File: config.mk
export PLATFORM = sky130hd
export DESIGN_NAME = serial_sub8_flat
export DESIGN_NICKNAME = d
export VERILOG_FILES = /design/src/rtl/serial_sub8_if.sv /design/src/rtl/serial_sub8.sv /design/src/flat_wrapper.sv
export SDC_FILE = /design/constraint.sdc
export NUM_CORES = 1
export LEC_CHECK = 0
export ABC_AREA = 1
export BUFFER_PORTS_ARGS = -buffer_cell sky130_fd_sc_hd__clkbuf_2
export CELL_PAD_IN_SITES_DETAIL_PLACEMENT = 0
export CELL_PAD_IN_SITES_GLOBAL_PLACEMENT = 1
export CORE_MARGIN = 10
export CORE_UTILIZATION = 35
export DETAILED_ROUTE_END_ITERATION = 10
export PLACE_DENSITY = 0.7
export SYNTH_ARGS = -nofsm -noshare
export SYNTH_HDL_FRONTEND = slang
export SYNTH_SLANG_ARGS = --single-unit
File: constraint.sdc
create_clock -name clk -period 3.3 [get_ports clk]
set_input_delay 0.33 -clock clk [delete_from_list [all_inputs] [get_ports clk]]
set_output_delay 0.33 -clock clk [all_outputs]
set_load 0.01 [all_outputs]
File: src/rtl/serial_sub8_if.sv
// serial_sub8_if: start/busy/done handshake and operand/result bus for serial_sub8
// Signals:
//   start, a, b, bin       requester -> subtractor
//   d, bout, ovf, zero     subtractor -> requester (result)
//   busy, done             subtractor -> requester (status)
// Modports: master (requester side), slave (subtractor side)
interface serial_sub8_if #(parameter int W = 8);
  logic         start;
  logic [W-1:0] a;
  logic [W-1:0] b;
  logic         bin;
  logic [W-1:0] d;
  logic         bout;
  logic         ovf;
  logic         zero;
  logic         busy;
  logic         done;
  modport master (output start, a, b, bin, input d, bout, ovf, zero, busy, done);
  modport slave  (input start, a, b, bin, output d, bout, ovf, zero, busy, done);
endinterface

File: src/rtl/serial_sub8.sv
// serial_sub8: bit-serial W-bit subtractor d = a - b - bin, LSB first, one bit per clock
// Ports:
//   clk  rising-edge clock
//   rst  asynchronous active-high reset
//   s    serial_sub8_if.slave: start/a/b/bin in; d/bout/ovf/zero/busy/done out
module serial_sub8 #(parameter int W = 8) (
  input logic clk,
  input logic rst,
  serial_sub8_if.slave s
);
  localparam int CW = $clog2(W);
  typedef enum logic [1:0] {IDLE, RUN, DONE} state_t;
  state_t        st;
  logic [W-1:0]  ra, rb, dr;
  logic [CW-1:0] cnt;
  logic          br, bout_r, ovf_r, zero_r, busy_r, done_r;
  logic          ai, bi, di, bn, last;
  logic [W-1:0]  dn;
  // dn is d with the bit being processed this cycle already in place, so the
  // completion flags see the final difference rather than the stale register
  always_comb begin
    ai   = ra[cnt];
    bi   = rb[cnt];
    di   = ai ^ bi ^ br;
    bn   = (~ai & bi) | (~(ai ^ bi) & br);
    last = cnt == CW'(W - 1);
    dn   = dr;
    dn[cnt] = di;
  end
  always_ff @(posedge clk or posedge rst)
    if (rst) begin
      st     <= IDLE;
      ra     <= '0;
      rb     <= '0;
      dr     <= '0;
      cnt    <= '0;
      br     <= 1'b0;
      bout_r <= 1'b0;
      ovf_r  <= 1'b0;
      zero_r <= 1'b0;
      busy_r <= 1'b0;
      done_r <= 1'b0;
    end else if (st == RUN) begin
      dr  <= dn;
      br  <= bn;
      cnt <= cnt + 1'b1;
      if (last) begin
        st     <= DONE;
        bout_r <= bn;
        ovf_r  <= (ra[W-1] != rb[W-1]) & (di != ra[W-1]);
        zero_r <= dn == '0;
        busy_r <= 1'b0;
        done_r <= 1'b1;
      end
    end else if (s.start) begin
      st     <= RUN;
      ra     <= s.a;
      rb     <= s.b;
      br     <= s.bin;
      cnt    <= '0;
      busy_r <= 1'b1;
      done_r <= 1'b0;
    end
  assign s.d    = dr;
  assign s.bout = bout_r;
  assign s.ovf  = ovf_r;
  assign s.zero = zero_r;
  assign s.busy = busy_r;
  assign s.done = done_r;
endmodule

File: src/flat_wrapper.sv
// flat-port wrapper written by rule: the top's interface ports become plain ports
module serial_sub8_flat 
#(parameter int W = 8)
  (clk, rst, s_start, s_a, s_b, s_bin, s_d, s_bout, s_ovf, s_zero, s_busy, s_done);
  serial_sub8_if #(.W(W)) s_i ();
  input logic clk;
  input logic rst;
  input wire logic [$bits(s_i.start)-1:0] s_start;
  input wire logic [$bits(s_i.a)-1:0] s_a;
  input wire logic [$bits(s_i.b)-1:0] s_b;
  input wire logic [$bits(s_i.bin)-1:0] s_bin;
  output wire logic [$bits(s_i.d)-1:0] s_d;
  output wire logic [$bits(s_i.bout)-1:0] s_bout;
  output wire logic [$bits(s_i.ovf)-1:0] s_ovf;
  output wire logic [$bits(s_i.zero)-1:0] s_zero;
  output wire logic [$bits(s_i.busy)-1:0] s_busy;
  output wire logic [$bits(s_i.done)-1:0] s_done;
  assign s_i.start = s_start;
  assign s_i.a = s_a;
  assign s_i.b = s_b;
  assign s_i.bin = s_bin;
  assign s_d = s_i.d;
  assign s_bout = s_i.bout;
  assign s_ovf = s_i.ovf;
  assign s_zero = s_i.zero;
  assign s_busy = s_i.busy;
  assign s_done = s_i.done;
  serial_sub8 #(.W(W)) u_core (.clk(clk), .rst(rst), .s(s_i));
endmodule
==> results.json <==
{
  "holdCritPathClass": "input pin to async pin",
  "synth_area_sq_um": 1650,
  "ys.flop_type": "dfrtp_1",
  "wl_met3_um": 179,
  "max_freq_mhz": 373,
  "start_kind": "register",
  "synth-seq-cells": 33,
  "cts_resized": 0,
  "clockBufferDepth": 2,
  "drt_iter0_markers": 51,
  "async_flop_share": 1.00,
  "skew_ps": 5.12,
  "fp.dieH_um": 88.6,
  "maxCapViolCount": 0,
  "areaGrowthSynthToFinish_pct": 16.2,
  "postCtsSetupBuffers": 0,
  "rsz0062_at_grt": "false",
  "syn-num-nets": 221,
  "grt_pass1_vias": 1335,
  "final_max_slew_viol_count": 0,
  "ir_worst_vdd_uv": 532,
  "layout-drive-gt1-share": 0.233,
  "antenna_found_initial": 0,
  "wirelength_um": 3800,
  "pwr_density_cell_nw_per_um2": 1130,
  "rows": 24,
  "routed.top_layer": "met4",
  "hpwl_um": 2940,
  "p_leak_nw": 1.01,
  "cts_made_buffers": 5,
  "timing.final.crit_share": 0.813,
  "htreeDepth": 2,
  "layout_common_cells": "nand2_1 (40), dfrtp_1 (33), clkbuf_2 (32)",
  "final_common_cell": "nand2_1",
  "clk_pin_slew_worst_paths_ps": 70,
  "worstSkewPairLatency_ps": 280,
  "synthCells": 198,
  "wl_met1_um": 1850,
  "grt_max_degree": 34,
  "worstSetupEndpointType": "register",
  "cts_tree": "built",
  "finalSetupViolations": 0,
  "finalHoldViolCount": 0,
  "core_sq_um": 4440,
  "diodes": 0,
  "outcome": "finished, final reports clean",
  "maxSlewHeadroom": 0.607,
  "period_needed_ps": 2680,
  "nets": 254,
  "crit_type": "register to register",
  "gp_congestion": 0.811,
  "die_w_um": 88.6,
  "dpl_cell_area_sq_um": 1840,
  "max_slew.worst_pin.slew_ps": 588,
  "port_buffers": 32,
  "io_pins": 33,
  "worstPathMaxFanout": 14,
  "required_ps": 3480,
  "arrival_ps": 2860,
  "post_synth.cell_area_avg_sq_um": 8.32,
  "final_area_sq_um": 1920,
  "die-area_sq_um": 7850,
  "start_util": 0.371,
  "synthesis.yosys.warnings": 0,
  "grtUsageTotal": 0.104,
  "cts.sinks": 33,
  "firstDrtPassIters": 4,
  "seq_area_frac_synth": 0.501,
  "hold_buffers": 0,
  "ys_types": 22,
  "drt-vias-per-instance": 4.77,
  "vias": 1354,
  "synth_edf_count": 0,
  "wl_met2_um": 1750,
  "grt_pass1_wl_um": 6330,
  "drc": 0,
  "clk_root_buffer_cell": "clkbuf_8",
  "post_drt_wl_per_cell_um": 13.4,
  "fin_setup_tns_ps": 0,
  "ant_nets": 0,
  "grt_overflow": 0
}
-- critical path, stage by stage (launching register included) --
cell      delay, ps
dfrtp_1         620
inv_2           160
nand3_1         170
nor2_1           60
nor3_1          180
nand3b_1        140
fa_1            540
clkinv_1        220
nand4_1         170
nand2_1          70
nand2_1          70
nor2_1           50
nand3_1          70
nand2_1          50
-- synthesized netlist by cell type (2+ instances only) --
cell type,instances,area (sq um)
nor2_2,3,18.8
ha_1,2,25.0
inv_2,4,15.0
nand3_1,15,75.1
nor3_1,2,10.0
inv_1,25,93.8
nand2_1,40,150
mux2_2,7,78.8
nor2_1,16,60.1
o21ai_0,18,90.1
nand2_2,2,12.5
buf_2,3,15.0
dfrtp_1,33,826
nand4_1,4,25.0
a21oi_1,14,70.1
buf_4,4,30.0
-- stage by stage --
step           hold WS, ps   util  instances  worst slack (ps)  total power [mW]
6_report               116  0.431        284               618              2.17
5_1_grt                166  0.431        284               262              2.41
4_1_cts                124  0.431        284               601              2.21
3_5_place_dp           434  0.413        276               615              1.91
3_3_place_gp           426  0.413        276               656              1.90
2_1_floorplan          426      -        198              1100              1.62
-- final timing paths --
kind	start	endpoint	slack [ps]	cells after the start
min reg2reg	u_core.s.zero	u_core.s.zero	490	2
max	u_core.cnt[0]	u_core.s.zero	620	13
min	rst	u_core.rb[6]	120	3
min in group clk	s_a[5]	u_core.ra[5]	280	2
max reg2reg	u_core.cnt[0]	u_core.s.zero	620	13
max in group asynchronous	rst	u_core.cnt[1]	2880	3
-- report_power, final --
group,leakage (nW),internal [mW],total (mW),switching [mW]
Clock,0.0395,0.150,0.288,0.138
Combinational,0.581,0.406,1.10,0.695
Sequential,0.389,0.611,0.777,0.166
Total,1.01,1.17,2.17,1.00
-- area by class of cell --
| type | count | area, sq um |
|---|---|---|
| fill | 485 | 2530 |
| clock buffer | 8 | 80.1 |
| tap | 52 | 65.1 |
| inverter | 30 | 113 |
| timing repair buffer | 33 | 168 |
| sequential | 33 | 826 |
| multi-input combinational | 128 | 664 |
-- logic make-up (layout without fill, tap and decap cells) --
family | count (synthesis) | in the layout | synth area share
AO/OA/AOI/OAI | 34 | 34 | 0.106
adder cells (fa/ha/maj) | 3 | 3 | 0.0273
buffers and inverters | 37 | 71 | 0.0957
flip-flops | 33 | 33 | 0.501
multiplexers | 7 | 7 | 0.0478
AND/OR/NAND/NOR | 84 | 84 | 0.222
-- flip-flops by register name (all words and copies together), names as in the netlist --
register / flops
u_core.s.bout: 1
u_core.s.d: 8
u_core.st: 2
u_core.cnt: 3
u_core.rb: 8
u_core.br: 1
u_core.ra: 8
u_core.s.ovf: 1
u_core.s.zero: 1
-- per-layer routing --
layer	vias to the layer above	track usage
met5	-	0
met4	0	0.0308
met3	2	0.0377
met2	25	0.163
met1	620	0.130
li1	707	-
No activity file was read; power rests on OpenSTA's default activity.
